--- src/rtl/core_pkg.sv ---
// Shared definitions for the core's memory-side blocks.
// Holds the arbiter state encoding and the byte-enable width.
package core_pkg;

    typedef enum logic [2:0] {
        IDLE,
        ADDR_IF,
        ADDR_DM,
        RESP_IF,
        RESP_DM
    } arb_state_t;

    localparam int ARB_BE_W = 4;

endpackage

--- src/rtl/mem_arbiter.sv ---
// Shares one single-ported memory between instruction fetch and load/store.
// Ports: Clk_Core, Rst_Core_N; IF_* fetch side (Req/Addr in, Gnt/Rvalid/Rdata out);
// DM_* data side (Req/We/Be/Addr/Wdata in, Gnt/Rvalid/Rdata out);
// Mem_* memory side (Req/We/Be/Addr/Wdata out, Gnt/Rvalid/Rdata in).
module mem_arbiter
    import core_pkg::*;
#(
    parameter int DWIDTH     = 32,
    parameter int AWIDTH     = 32,
    parameter int MAX_STARVE = 4
) (
    input  logic                Clk_Core,
    input  logic                Rst_Core_N,
    input  logic                IF_Req,
    input  logic [AWIDTH-1:0]   IF_Addr,
    output logic                IF_Gnt,
    output logic                IF_Rvalid,
    output logic [DWIDTH-1:0]   IF_Rdata,
    input  logic                DM_Req,
    input  logic                DM_We,
    input  logic [ARB_BE_W-1:0] DM_Be,
    input  logic [AWIDTH-1:0]   DM_Addr,
    input  logic [DWIDTH-1:0]   DM_Wdata,
    output logic                DM_Gnt,
    output logic                DM_Rvalid,
    output logic [DWIDTH-1:0]   DM_Rdata,
    output logic                Mem_Req,
    output logic                Mem_We,
    output logic [ARB_BE_W-1:0] Mem_Be,
    output logic [AWIDTH-1:0]   Mem_Addr,
    output logic [DWIDTH-1:0]   Mem_Wdata,
    input  logic                Mem_Gnt,
    input  logic                Mem_Rvalid,
    input  logic [DWIDTH-1:0]   Mem_Rdata
);

    localparam int SW = $clog2(MAX_STARVE + 1);
    localparam logic [SW-1:0] STARVE_MAX = SW'(MAX_STARVE);

    arb_state_t    state_q;
    arb_state_t    state_d;
    logic [SW-1:0] starve_q;
    logic          dm_we_q;
    logic          drv_if;
    logic          drv_dm;
    logic          if_take;
    logic          dm_take;
    logic          if_starved;

    // Fetch wins over data only once data has used up its grant budget.
    assign if_starved = IF_Req && (starve_q == STARVE_MAX);

    always_comb begin
        state_d = state_q;
        drv_if  = 1'b0;
        drv_dm  = 1'b0;
        unique case (state_q)
            IDLE: begin
                if (DM_Req && !if_starved) begin
                    drv_dm  = 1'b1;
                    state_d = Mem_Gnt ? RESP_DM : ADDR_DM;
                end else if (IF_Req) begin
                    drv_if  = 1'b1;
                    state_d = Mem_Gnt ? RESP_IF : ADDR_IF;
                end
            end
            // A dropped request here is a protocol error: release the bus.
            ADDR_IF: begin
                if (IF_Req) begin
                    drv_if = 1'b1;
                    if (Mem_Gnt) state_d = RESP_IF;
                end else begin
                    state_d = IDLE;
                end
            end
            ADDR_DM: begin
                if (DM_Req) begin
                    drv_dm = 1'b1;
                    if (Mem_Gnt) state_d = RESP_DM;
                end else begin
                    state_d = IDLE;
                end
            end
            RESP_IF, RESP_DM: begin
                if (Mem_Rvalid) state_d = IDLE;
            end
            default: state_d = IDLE;
        endcase
    end

    assign if_take = drv_if & Mem_Gnt;
    assign dm_take = drv_dm & Mem_Gnt;
    assign IF_Gnt  = if_take;
    assign DM_Gnt  = dm_take;

    // Fetches are full-word reads; unselected fields stay at zero.
    assign Mem_Req   = drv_if | drv_dm;
    assign Mem_We    = drv_dm & DM_We;
    assign Mem_Be    = drv_dm ? DM_Be :
                       (drv_if ? {ARB_BE_W{1'b1}} : '0);
    assign Mem_Addr  = drv_dm ? DM_Addr :
                       (drv_if ? IF_Addr : '0);
    assign Mem_Wdata = drv_dm ? DM_Wdata : '0;

    always_ff @(posedge Clk_Core or negedge Rst_Core_N) begin
        if (!Rst_Core_N) begin
            state_q  <= IDLE;
            starve_q <= '0;
            dm_we_q  <= 1'b0;
        end else begin
            state_q <= state_d;
            if (dm_take) begin
                dm_we_q <= DM_We;
                if (!IF_Req) begin
                    starve_q <= '0;
                end else if (starve_q != STARVE_MAX) begin
                    starve_q <= starve_q + 1'b1;
                end
            end else if (if_take) begin
                starve_q <= '0;
            end
        end
    end

    // Responses are only accepted in a RESP state; anything else is spurious.
    always_ff @(posedge Clk_Core or negedge Rst_Core_N) begin
        if (!Rst_Core_N) begin
            IF_Rvalid <= 1'b0;
            DM_Rvalid <= 1'b0;
            IF_Rdata  <= '0;
            DM_Rdata  <= '0;
        end else begin
            IF_Rvalid <= (state_q == RESP_IF) && Mem_Rvalid;
            DM_Rvalid <= (state_q == RESP_DM) && Mem_Rvalid;
            if ((state_q == RESP_IF) && Mem_Rvalid) begin
                IF_Rdata <= Mem_Rdata;
            end
            // Stores complete with a pulse but leave load data untouched.
            if ((state_q == RESP_DM) && Mem_Rvalid && !dm_we_q) begin
                DM_Rdata <= Mem_Rdata;
            end
        end
    end

endmodule

--- config.mk ---
export PLATFORM = sky130hd
export DESIGN_NAME = mem_arbiter
export DESIGN_NICKNAME = d
export VERILOG_FILES = /design/src/rtl/core_pkg.sv /design/src/rtl/mem_arbiter.sv
export SDC_FILE = /design/constraint.sdc
export NUM_CORES = 1
export LEC_CHECK = 0
export BUFFER_PORTS_ARGS = -buffer_cell sky130_fd_sc_hd__buf_2
export CAP_MARGIN = 20
export CELL_PAD_IN_SITES_DETAIL_PLACEMENT = 2
export CELL_PAD_IN_SITES_GLOBAL_PLACEMENT = 2
export CORE_ASPECT_RATIO = 1.5
export CORE_UTILIZATION = 23
export CTS_CLUSTER_DIAMETER = 100
export DETAILED_ROUTE_END_ITERATION = 10
export HOLD_SLACK_MARGIN = 0.06
export PLACE_DENSITY = 0.84
export SYNTH_ARGS = -nofsm -noshare
export SYNTH_HDL_FRONTEND = slang
export SYNTH_SLANG_ARGS = --single-unit
--- constraint.sdc ---
create_clock -name Clk_Core -period 3.05 [get_ports Clk_Core]
set_clock_uncertainty 0.1 [all_clocks]
set_input_delay 0.1525 -clock Clk_Core [delete_from_list [all_inputs] [get_ports Clk_Core]]
set_output_delay 0.1525 -clock Clk_Core [all_outputs]
set_load 0.005 [all_outputs]
== After elaboration in Yosys (flattened, before gate mapping) ==
Index checks and enable logic that the tools add are counted.

* Reduce and logical (&&, ||, !) cells: 12
* Shifts and indexed selects: 0
* $lt $le $gt $ge: 0
* Divide/modulo/power cells: 0
* Muxes and demuxes: 25
* $mul: 0
* Bitwise gates (word level): 4
* $add $sub $neg: 1
* Eq/ne operators: 11

{| class="wikitable"
|+ Operators by type and width
! operator !! number
|-
| 2-to-1 mux 32 bit || 3
|-
| 2-to-1 mux 3 bit || 12
|-
| != test 3 bit, second input constant || 4
|-
| case mux 3 bit (4 select lines) || 1
|-
| 2-to-1 mux 4 bit || 2
|-
| == test 3 x 2 -> 1 bit, second input constant || 2
|-
| == test 3 bit, second input constant || 2
|-
| logical AND 1 bit || 5
|-
| 2-to-1 mux 1 bit || 4
|-
| case mux 1 bit (2 select lines) || 2
|-
| AND reduction 4 bit || 1
|-
| adder 3 x 1 -> 3 bit, second input constant || 1
|-
| AND 1 bit || 3
|-
| == test 3 x 1 -> 1 bit, second input constant || 1
|-
| zero test 3 bit || 1
|-
| != test 3 x 2 -> 1 bit, second input constant || 1
|-
| zero test 1 bit || 2
|-
| 2-to-1 mux 2 bit || 1
|-
| != test 2 bit, second input constant || 1
|-
| AND reduction 2 bit || 1
|-
| nonzero test 2 bit || 1
|-
| OR reduction 2 bit || 1
|-
| bitwise OR 1 bit || 1
|}

* Input bits: 139
* Output and inout port bits: 138
* Memory bits (read-only): 0
* Latch bits: 0
* Memory bits (writable): 0
* Memories kept: 0
* Register bits: 73
* Word-level logic and storage cells: 60

== Depth between registers and ports, before layout ==
Gate-level depths: netlist (run 1).

* Word-level depth: 9
* Depth in mapped cells: 9
* Depth with buffers taken out: 9

== Least setup slack after synthesis (run 1) ==
Ideal clock, no wire load.

* Path kind: register -> register
* Start: register starve_q[0]
* End: register state_q[2]
* Cell stages (with the launch flop): 10
* Data arrival time: 1507 ps
* Setup time: 121 ps
* Data required time: 2829 ps
* Period minus slack after synthesis: 1729 ps
* Buffers on the path: 0
* Setup slack: 1321 ps
* Cells stage by stage: dfrtp_1 -> inv_1 -> ha_1 -> and3_2 -> and2b_1 -> ha_1 -> nor2b_1 -> a22oi_1 -> a21oi_1 -> o2bb2ai_1

* Cells in the longest elaborated chain, start to end: 6
* Elaborated cells on any way between the ends: 8
* Those cells by class: eq/ne (2); mux (2); reduce/logical (4)

{| class="wikitable"
|+ RTL lines
! element !! RTL line !! RTL
|-
| start, declared || mem_arbiter.sv:42 || <nowiki>logic [SW-1:0] starve_q;</nowiki>
|-
| start signal, assigned || mem_arbiter.sv:117 || <nowiki>starve_q <= starve_q + 1'b1;</nowiki>
|-
| == test 3 bit * || mem_arbiter.sv:51 || <nowiki>assign if_starved = IF_Req && (starve_q == STARVE_MAX);</nowiki>
|-
| logical AND 1 bit * || mem_arbiter.sv:51 ||
|-
| zero test 1 bit * || mem_arbiter.sv:59 || <nowiki>if (DM_Req && !if_starved) begin</nowiki>
|-
| logical AND 1 bit * || mem_arbiter.sv:59 ||
|-
| != test 3 bit (no source line) or 2-to-1 mux 3 bit (tied branches) || n/a ||
|-
| AND reduction 4 bit (no source line) or case mux 3 bit (4 select lines) (tied branches) || n/a ||
|-
| end signal, assigned || mem_arbiter.sv:111 || <nowiki>state_q <= state_d;</nowiki>
|-
| end, declared || mem_arbiter.sv:40 || <nowiki>arb_state_t state_q;</nowiki>
|}

Every way passes the cells marked *; elsewhere a longest branch is shown, timed or not.
A chain may end at the register's enable or synchronous reset.

== Worst setup path after layout (run 1) ==
* Start: register starve_q[0]
* End: output port Mem_Wdata[25]

* Cells in the longest elaborated chain, start to end: 7

{| class="wikitable"
|+ RTL lines
! element !! RTL line !! RTL
|-
| == test 3 bit || mem_arbiter.sv:51 ||
|-
| logical AND 1 bit || mem_arbiter.sv:51 ||
|-
| zero test 1 bit || mem_arbiter.sv:59 ||
|-
| logical AND 1 bit || mem_arbiter.sv:59 ||
|-
| 2-to-1 mux 1 bit || mem_arbiter.sv:59 ||
|-
| case mux 1 bit (2 select lines) || mem_arbiter.sv:57 || <nowiki>unique case (state_q)</nowiki>
|-
| 2-to-1 mux 32 bit || mem_arbiter.sv:103 || <nowiki>assign Mem_Wdata = drv_dm ? DM_Wdata : '0;</nowiki>
|-
| end, declared || mem_arbiter.sv:31 || <nowiki>output logic [DWIDTH-1:0] Mem_Wdata,</nowiki>
|}

Every way passes these cells.

==> results of run 1 <==
[logic make-up after synthesis]
logic type / share of synthesized area [%]
muxes: 10.9
adders and majority gates: 1.01
and+or+nand+nor: 20.8
buffers and inverters: 5.69
DFF: 49.2
AOI/OAI and AO/OA: 12.4
[routing by layer]
metal | up-vias | global-route usage (%)
met4 | 4 | 9.85
li1 | 1806 | -
met3 | 30 | 5.72
met5 | - | 0
met2 | 236 | 45.4
met1 | 1963 | 21.6
[layout make-up]
type,instances,area (µm²)
tap,203,254
clock buffer,11,243
sequential,73,1830
clock inverter,4,28.8
inverter,7,26.3
multi-input combinational,248,1680
fill,1779,9860
timing repair buffer,318,1780
[final timing paths]
| kind | to | slack (ns) | cells past startpoint | startpoint |
|---|---|---|---|---|
| min reg2reg | IF_Rdata[9] | 0.37 | 2 | IF_Rdata[9] |
| max in group asynchronous | IF_Rdata[21] | 1.70 | 3 | Rst_Core_N |
| max | Mem_Wdata[25] | 0.41 | 8 | starve_q[0] |
| max reg2reg | DM_Rdata[10] | 0.85 | 4 | state_q[2] |
| min | starve_q[2] | 0.10 | 3 | Mem_Gnt |
| min in group asynchronous | DM_Rdata[9] | 0.32 | 2 | Rst_Core_N |
[synth_stat cells (2+ instances only)]
master	number
a21o_2	4
a21oi_1	4
a22o_1	8
a22o_2	25
and2_1	33
and2b_1	2
buf_2	4
buf_4	4
buf_6	6
clkbuf_1	7
clkbuf_8	3
dfrtp_1	73
ha_1	3
inv_1	7
mux2_2	28
mux2_4	6
nand2_1	100
nor2_1	6
nor2b_1	2
nor3_1	3
nor3_4	2
o21ai_0	4
[metrics by stage]
stage	worst slack (ns)	area, µm²
floorplan	1.32	3710
global placement	0.837	5220
detailed placement	0.717	5220
CTS	0.348	5840
global route	0.252	5840
finish	0.411	5840
[where the power goes]
group          internal (µW)  leakage (µW)  total [µW]  switching [µW]
clock network            570      0.000128         986             416
registers               1410      0.000920        1730             322
logic                   1080       0.00220        2140            1060
total                   3050       0.00324        4850            1800
[state kept, by name, indices dropped and copies added, names as in the netlist]
signal,flops
IF_Rdata,32
starve_q,3
DM_Rvalid,1
state_q,3
IF_Rvalid,1
dm_we_q,1
DM_Rdata,32
[critical path: stages, from the launching register on]
cell and delay (ns):
dfrtp_1 0.35, inv_1 0.07, ha_1 0.23, nand2_1 0.13
nor2_2 0.07, nor3_4 0.15, buf_4 0.54, and2_1 0.33
buf_2 0.15
[repair_timing]
| item | in CTS | in global routing |
|---|---|---|
| hold endpoints to repair | 92 | 0 |
| endpoints found under the setup margin | 0 | 0 |
| hold buffers | 35 | 0 |
==> summary by stage, run 1 <==
Clocking
The number of CTS-inserted buffers is 9. The number of sinks on the clock net is 73. The tree is rooted in a clkbuf_16. No sink is reached through more buffers than the 2 on the longest clock path.

Clock-pin slew was measured on the worst setup and hold paths at 0.06 ns. After clock tree synthesis, the setup repair step added 0 buffers. The clock latency on the worst-skew pair is 0.33 ns.

The number of H-tree levels is 3. The clock tree from TritonCTS is done. The total of cells resized after clock tree synthesis is 0.

Routing
For this run, design rule violations remaining after detail routing come to 0. The post-route antenna net violation count is 0. In the detailed route, the total length drawn on met3 is 1.33 mm.

The total wire length after detailed routing is 18.7 mm. The total iterations of the first detailed-routing run is 4. Summing over every cut layer, the via total after detailed routing is 4,039. Signal routing reaches up to met5. The met1 layer wirelength in the final routing is 6.30 mm. The met2 routed wirelength is 10.4 mm. After detailed routing, the number of vias per cell comes to 4.67. The detailed router finished its first iteration with 143 violations. Dividing the detail-routed wire length by the instance count gives 21.7 µm.

Layout
In the final layout, the share of cells above drive strength 1 is 55.7%. The top cell types in the final layout, fill and taps aside, are buf_2, nand2_1, dfrtp_1. The finished layout holds 864 standard cells, fillers aside. 0 antenna diodes ended up in the layout.

Leaving out fill and tap cells, the most frequent cell in the layout is buf_2. The final core utilization is 37.2%. The final layout contains 799 nets. The area growth from synthesis to layout is 57.2%.

Synthesis
The Yosys step of the flow raised 0 warnings. The synthesized design contains 0 enable-type register cells. The number of nets in the synthesized netlist is 494.

After synthesis, the netlist uses 40 different library cells. The synthesized area divided by synthesized cell count is 10.6 µm². The share of flip-flops with an asynchronous set or reset is 100%. In this run the cell area of the synthesized design comes to 3710 µm². The synthesized netlist cell count is 352.

In the synthesized netlist the dominant register cell turns out to be dfrtp_1. The sequential cell area fraction in the yosys report is 49.2%. The largest total area in the synthesized netlist belongs to dfrtp_1.

By area the synthesized netlist is led by dfrtp_1, nand2_1, mux2_2. Summed over its instances, the top area cell type makes up 49.2% of the synthesized netlist area. In this run, synthesis produced a sequential element count of 73.

Floorplanning
The floorplan die height is 158 µm. The core region is 15,700 µm². After floorplanning, the core was divided into 56 placement rows. The die area is 16,700 µm².

The initial utilization of the core area, before any placement, comes to 23.7%. The number of primary I/O pins is 277. The die extent in x is 106 µm.

Global route
The first global-routing pass estimated 27.6 mm of wire. The initial antenna violation count is 3. The overflow left after global routing is 0.

Entering global routing, the biggest net connects 70 pins. The global router's overall resource usage is 22.8%. The via count of the first global-routing pass is 4,604.

Place
The routability-driven placement congestion ratio is 0.898. The detailed placement HPWL is 14.1 mm. Buffers placed on the I/O ports in this run total 276. The number of placed instances, taps included, is 814.

Worst setup path
The worst endpoint required time is 2.80 ns. The endpoint kind of the worst setup timing path is an output port. The critical path startpoint category is a flip-flop.

The type of the worst setup path is flip-flop to output port. In this run the worst path has a maximum fanout of 69. Data on the critical path arrives at its endpoint at 2.39 ns.

STA
The final hold slack is 0.100 ns. The relative slew slack is 52.6%. Setup repair after global routing left no endpoint under its margin. The final sum of negative setup slack is 0 ns. The total count of max-transition violations in the final report is 0. The final worst-path cycle share is 86.5%. Derived from the worst setup path, the maximum achievable clock frequency is 0.379 GHz. The setup-violating endpoint count in the final report is 0. The worst path in the final design needs a cycle of 2.64 ns, including I/O delays and setup. The final count of hold timing violations is 0. For the pin with the worst max-slew slack, the measured transition is 0.711 ns.

Outcome
The run finished with clean final reports.

Pwr
The design draws 4850 µW. In this run the static leakage power is 0.00324 µW. Dividing total power by cell area gives a power density of 831 nW/µm².

The peak supply drop is 0.296 mV.

Worst hold path
In this run the worst hold path is classified as input port to flip-flop.

Flow run
The tool flagged a number of max-cap violations equal to 0.
Note: power is estimated with default switching activity, not from simulation.
==> inputs of run 2 (changes only) <==
--- a/config.mk
+++ b/config.mk
@@ -10,11 +10,12 @@
 export CELL_PAD_IN_SITES_DETAIL_PLACEMENT = 2
 export CELL_PAD_IN_SITES_GLOBAL_PLACEMENT = 2
 export CORE_ASPECT_RATIO = 1.5
-export CORE_UTILIZATION = 23
+export CORE_UTILIZATION = 22
 export CTS_CLUSTER_DIAMETER = 100
+export CTS_CLUSTER_SIZE = 30
 export DETAILED_ROUTE_END_ITERATION = 10
 export HOLD_SLACK_MARGIN = 0.06
-export PLACE_DENSITY = 0.84
+export PLACE_DENSITY = 0.81
 export SYNTH_ARGS = -nofsm -noshare
 export SYNTH_HDL_FRONTEND = slang
 export SYNTH_SLANG_ARGS = --single-unit
==> constraint.sdc (replaced) <==
create_clock -name Clk_Core -period 2.95 [get_ports Clk_Core]
set_clock_uncertainty 0.1 [all_clocks]
set_input_delay 0.1475 -clock Clk_Core [delete_from_list [all_inputs] [get_ports Clk_Core]]
set_output_delay 0.1475 -clock Clk_Core [all_outputs]
set_load 0.005 [all_outputs]
==> summary by stage, run 2 (same netlist as run 1, synthesis figures left out) <==
Pwr
Of the total power, the share spent switching nets is 37.5%. The clock network accounts for 20.6% of the total power. The leakage power figure is 0.00324 µW. IR analysis of the VDD net gives a maximum drop of 0.265 mV. In this run, flip-flops and latches consume 35.1% of the power.

Summed over all nets, the switching power comes to 1890 µW. The combinational share of power is 44.3%. Dividing total power by cell area gives a power density of 864 nW/µm². The internal power component is 3160 µW.

Worst setup path
The endpoint identified for the worst register-to-register timing path is DM_Rdata[21]. The most critical setup path has its startpoint at starve_q[1]. STA classifies the critical path startpoint as a flip-flop. The critical path is of the flip-flop to output port type. STA classifies the critical path endpoint as an output port. STA puts the critical path data arrival time at 2.33 ns. The maximum fanout count along the critical path is 69. The worst register-to-register path begins at state_q[2]. Walking the worst path, the cells encountered are inv_1 > ha_1 > nand2_1 > nor2_2 > nor3_4 > buf_4 > a22o_2 > buf_2. The largest individual stage delay along the critical path comes from the cell buf_4. The longest individual stage delay on the worst path is 0.53 ns.

Across all register-to-register paths, the minimum setup slack is 0.70 ns. The worst reg-to-reg path cell count is 4. At the worst endpoint, the required time is 2.70 ns.

Global route
Across every metal layer, demand over resource in global routing totals 23.1%. The met1 global-route usage is 26.1%. The first global-routing pass estimated 28.4 mm of wire. The via count of the first global-routing pass came to 4,510.

The overflow left after global routing is 0. The most utilized layer in the global route result is met2. For met2 alone, demand over resource in global routing was 39.8%. The initial antenna violation count is 8.

Global routing used 9.93% of the available met3 tracks. The maximum number of pins on one net before global-route repair is 74.

Floorplanning
The floorplan die height is 161 µm. The die extent in x is 108 µm. Pin placement for this block handled 277 I/O pins. The die area is 17,400 µm². The initial cell density of the core is 22.7%. The number of core rows is 57. The area inside the core boundary is 16,300 µm².

Clocking
The maximum clock insertion buffer count is 2. The total of cells resized after clock tree synthesis is 0. The H-tree was split into 3 levels. The number of hold buffers added after CTS was 35. The clock latency on the worst-skew pair is 0.33 ns. The post-CTS setup repair buffer count is 0.

The clock net in this run drives a total of 73 sinks. The clock transition at the registers of the reported paths is 0.06 ns. The clock tree root buffer cell is clkbuf_16.

The clock tree from TritonCTS is done. Counting the buffers created by CTS gives 9.

Layout
After the last flow step, the layout net total stands at 797. 0 antenna diodes ended up in the layout. Leaving out fill and tap cells, the most frequent cell in the layout is buf_2. From synthesis to final layout, the design area changed by 57.6%.

The library cells used most frequently in the layout, excluding fill and tap cells, are buf_2, nand2_1, dfrtp_1. The largest registers in the layout are DM_Rdata x32, IF_Rdata x32. The fraction of layout cells with a size suffix above 1 is 55.9%.

STA
The tightest hold path in the finished design has a slack of 0.0980 ns. Timing would allow up to 0.388 GHz. The minimum clock period is 2.58 ns.

The total count of max-transition violations in the final report is 0. Setup repair after global routing left no endpoint under its margin. The relative slew slack is 34.6%. The final count of hold timing violations is 0. Of the available clock period, the critical path in the final layout requires 87.4%.

At the pin with the least slew margin, the transition time is 0.982 ns. Summed over all failing endpoints, the final setup total negative slack is 0 ns. Setup violations remaining at the end of the flow were counted as 0.

Routing
After detailed routing, the number of remaining DRC violations is 0. The post-route antenna net violation count is 0. The total via count in the routed design is 3,997. The routed length per placed instance is 22.9 µm. Wires add up to 19.9 mm.

Using the TritonRoute via totals, the vias-per-cell ratio works out to 4.62. The total iterations of the first detailed-routing run is 4. The detailed router finished its first iteration with 121 violations.

Worst hold path
The start point of the worst hold path is Mem_Gnt. The end of the worst hold path is starve_q[2]. The worst hold path class is input port to flip-flop.

The worst hold path passes through 3 cells.

Outcome
The run finished with clean final reports.

Flow run
The reported max-cap violation count is 0.

Place
The routability-driven placement congestion ratio is 0.806. The wire-length estimate of the detail-placed layout is 16.1 mm. Input and output buffers added on the ports amount to 276.
## run 2: power by group through the flow
stage | Clock (µW) | Sequential [µW] | Combinational, µW
after floorplan | 0 | 1730 | 1100
after global placement | 0 | 1740 | 2140
after detailed placement | 0 | 1790 | 2220
after CTS | 1070 | 1770 | 2270
after global routing | 1100 | 1830 | 2480
final | 1040 | 1770 | 2240
## run 2: layout make-up
type	count	area (µm²)
tap	206	258
multi-input combinational	248	1680
clock inverter	6	42.5
clock buffer	10	239
sequential	73	1830
timing repair buffer	316	1780
fill	1816	10500
inverter	7	26.3
## run 2: worst max-delay path: cells and delay by family (launching register included)
kind                     cells  cell delay [ns]
AO/OA/AOI/OAI                1             0.27
adder cells (fa/ha/maj)      1             0.19
buffers and inverters        3             0.78
flip-flops                   1             0.38
AND/OR/NAND/NOR              3             0.35
## run 2: how the worst max path moves through the flow
stage                   to  slack (ns)  cells past startpoint
2_1_floorplan   state_q[2]        1.22                      9
3_3_place_gp   Mem_Addr[4]        0.78                      8
3_5_place_dp   Mem_Addr[4]        0.69                      8
4_1_cts        Mem_Addr[4]        0.33                      8
5_1_grt        Mem_Addr[4]        0.21                      8
6_report       Mem_Addr[9]        0.37                      8
## run 2: per-stage QoR
stage | total power, µW | worst slack (ns) | cell area (µm²) | utilization (%) | std cells
final | 5060 | 0.372 | 5850 | 35.8 | 866
after global routing | 5410 | 0.206 | 5850 | 35.8 | 866
after CTS | 5110 | 0.326 | 5850 | 35.8 | 866
after detailed placement | 4010 | 0.691 | 5220 | 32.0 | 815
after global placement | 3880 | 0.776 | 5220 | 32.0 | 815
after floorplan | 2830 | 1.22 | 3710 | - | 352
## run 2: per-layer routing
metal  up-vias  wire [µm]
li1       1792          -
met1      1946       7270
met2       246       9660
met3        13       2710
met4         0        197
met5         -          0
==> inputs of run 3 (changes only) <==
--- a/config.mk
+++ b/config.mk
@@ -5,7 +5,7 @@
 export SDC_FILE = /design/constraint.sdc
 export NUM_CORES = 1
 export LEC_CHECK = 0
-export BUFFER_PORTS_ARGS = -buffer_cell sky130_fd_sc_hd__buf_2
+export BUFFER_PORTS_ARGS = -buffer_cell sky130_fd_sc_hd__buf_4
 export CAP_MARGIN = 20
 export CELL_PAD_IN_SITES_DETAIL_PLACEMENT = 2
 export CELL_PAD_IN_SITES_GLOBAL_PLACEMENT = 2
==> summary by stage, run 3 (same netlist as run 1, synthesis figures left out) <==
Floorplanning
Row generation in the floorplan step produced 57 rows. The floorplan die height is 161 µm. The initial cell density of the core is 22.7%.

The area inside the core boundary is 16,300 µm². The die covers 17,400 µm². The number of primary I/O pins is 277.

The die extent in x is 108 µm.

STA
At the pin with the least slew margin, the transition time is 0.968 ns. For the final routed database, the setup TNS stands at 0 ns. The final critical-path setup slack is 0.394 ns. The worst path uses 86.6% of the clock period. Subtracting the final worst setup slack from the clock period gives 2.56 ns. The worst pin sits at a relative slew slack of 35.5%.

The final count of hold timing violations is 0. Setup violations remaining at the end of the flow were counted as 0. The top achievable clock speed is 0.391 GHz.

Setup repair after global routing left no endpoint under its margin. The total count of max-transition violations in the final report is 0.

Worst setup path
On the worst path, the slowest cell contributes a delay of 0.56 ns. The first element of the critical path is starve_q[0]. The type of the worst setup path is flip-flop to output port. The worst setup path is captured at an output port. The critical-path cell with the highest stage delay is buf_4. Traced cell by cell, the critical path runs through inv_1 > ha_1 > nand2_1 > nor2_2 > nor3_4 > buf_4 > and2_1 > buf_4. The most common cell type on the critical path is buf_4. The worst endpoint required time is 2.70 ns.

The worst setup path is launched from a flip-flop. The maximum fanout count along the critical path is 69. At the worst endpoint, the arrival time is 2.31 ns. The worst reg2reg path startpoint is state_q[2].

Clocking
The later pin in the worst-skew pair is clocked with a latency of 0.33 ns. The H-tree was split into 3 levels. The clock transition at the registers of the reported paths is 0.06 ns. The clock tree from TritonCTS is done. Clock tree synthesis selected as its root buffer the cell clkbuf_16. The number of CTS-inserted buffers is 9. In this run, post-CTS repair resized a total of 0 instances. The number of sinks on the clock net is 73. The maximum clock insertion buffer count is 2.

Pwr
The share of total power dissipated in the clock network is 19.7%. Registers are responsible for 32.2% of the overall power. The power dissipated by switching net loads is 1940 µW. Net switching is 34.8% of the power.

The worst-case IR drop observed on VDD is 0.301 mV. The internal power component is 3650 µW. The analysis attributes to cell leakage a power of 0.00343 µW. The combinational share of power is 48.1%. The total power per unit cell area is 851 nW/µm².

Worst hold path
The tightest min-delay check is of the input port to flip-flop type. The worst hold path begins at Mem_Gnt.

Global route
The initial antenna violation count is 8. The wire length of the first global-routing pass is 28.9 mm. The global router's overall resource usage is 23.4%. The via count of the first global-routing pass came to 4,604. The overflow left after global routing is 0.

Entering global routing, the biggest net connects 74 pins.

Layout
After filler insertion, the fill cell instance count of the layout stands at 1,765. 0 antenna diodes ended up in the layout. In the layout the commonest cells are buf_4, nand2_1, dfrtp_1. The net count of the finished layout is 799. Leaving out fill and tap cells, the most frequent cell in the layout is buf_4. Of the cells placed in the final design, the portion with a size suffix greater than 1 is 55.6%.

The largest registers in the layout are DM_Rdata x32, IF_Rdata x32. Compared with the post-synthesis result, the final layout area differs by 77.1%.

Routing
The mean number of vias per cell is 4.62. Dividing the detail-routed wire length by the instance count gives 23.3 µm. For this block, the initial DRC count from the detailed router was 118. The count of nets left with antenna violations once routing finished came out at 0. The total wire length after detailed routing is 20.2 mm. The total via count in the routed design is 4,012. The total iterations of the first detailed-routing run is 4. The DRC violation count after routing is 0.

Flow run
Max-cap violations in this run came to 0.

Place
The number of buffers inserted by port buffering is 276. The routability-driven placement congestion ratio is 0.784. The worst slack at placement is 0.699 ns. The detailed placement HPWL is 16.2 mm.

Outcome
The run finished with clean final reports.
==> run 3: cell types whose count changed in the layout (fill, tap and decap cells not counted), sizes merged <==
cell	before	now
bufinv	0	1
clkbuf	10	11
clkinv	3	2
dlygate4sd3	35	37
inv	8	7
==> run 3: per-stage QoR <==
| stage | hold slack (ns) | total power [µW] | area [µm²] | utilization, % | instances |
|---|---|---|---|---|---|
| 3_5_place_dp | 0.262 | 4480 | 5910 | 36.2 | 815 |
| 5_1_grt | 0.169 | 5950 | 6580 | 40.3 | 868 |
| 6_report | 0.146 | 5600 | 6580 | 40.3 | 868 |
| 4_1_cts | 0.141 | 5650 | 6580 | 40.3 | 868 |
| 2_1_floorplan | -0.248 | 2830 | 3710 | - | 352 |
| 3_3_place_gp | 0.245 | 4340 | 5910 | 36.2 | 815 |
==> run 3: per-layer routing <==
layer | vias to the layer above | track usage [%] | wire (µm)
li1 | 1800 | - | -
met1 | 1966 | 26.2 | 7500
met2 | 235 | 40.7 | 9980
met3 | 11 | 9.93 | 2540
met4 | 0 | 4.92 | 167
met5 | - | 0 | 0
==> run 3: path summary, 6_finish.rpt <==
path	slack [ns]	end	cells past startpoint
max in group asynchronous	1.70	dm_we_q	2
min in group asynchronous	0.43	IF_Rdata[24]	2
worst max register to register	0.71	DM_Rdata[22]	4
worst min-delay path	0.15	starve_q[2]	3
worst min register to register	0.38	IF_Rdata[19]	2
worst max-delay path	0.39	Mem_Wdata[28]	8
==> run 3: cell type report <==
cell class / count / area (µm²) / area share [%]
Tap cell: 206 / 258 / 3.92
Clock inverter: 5 / 55.1 / 0.837
Sequential cell: 73 / 1830 / 27.8
Inverter: 7 / 26.3 / 0.399
Clock buffer: 11 / 243 / 3.69
Timing Repair Buffer: 318 / 2490 / 37.9
Multi-Input combinational cell: 248 / 1680 / 25.5
==> run 3: power groups by stage <==
stage	registers, µW	logic (µW)	clock network, µW
floorplan	1730	1100	0
global placement	1770	2580	0
detailed placement	1810	2670	0
CTS	1790	2720	1140
global route	1850	2920	1180
finish	1800	2690	1100
==> run 3: worst max-delay path, delay by kind of cell (launching register included) <==
family	cells	cell delay (ns)
adder cells (fa/ha/maj)	1	0.21
buffers and inverters	3	0.79
flip-flops	1	0.35
AND/OR/NAND/NOR	4	0.61
==> run 3: repair_timing <==
item / 4_1_cts / 5_1_grt
hold buffers: 37 / 0
endpoints found under the hold margin: 141 / 0
buffers inserted: 0 / 0
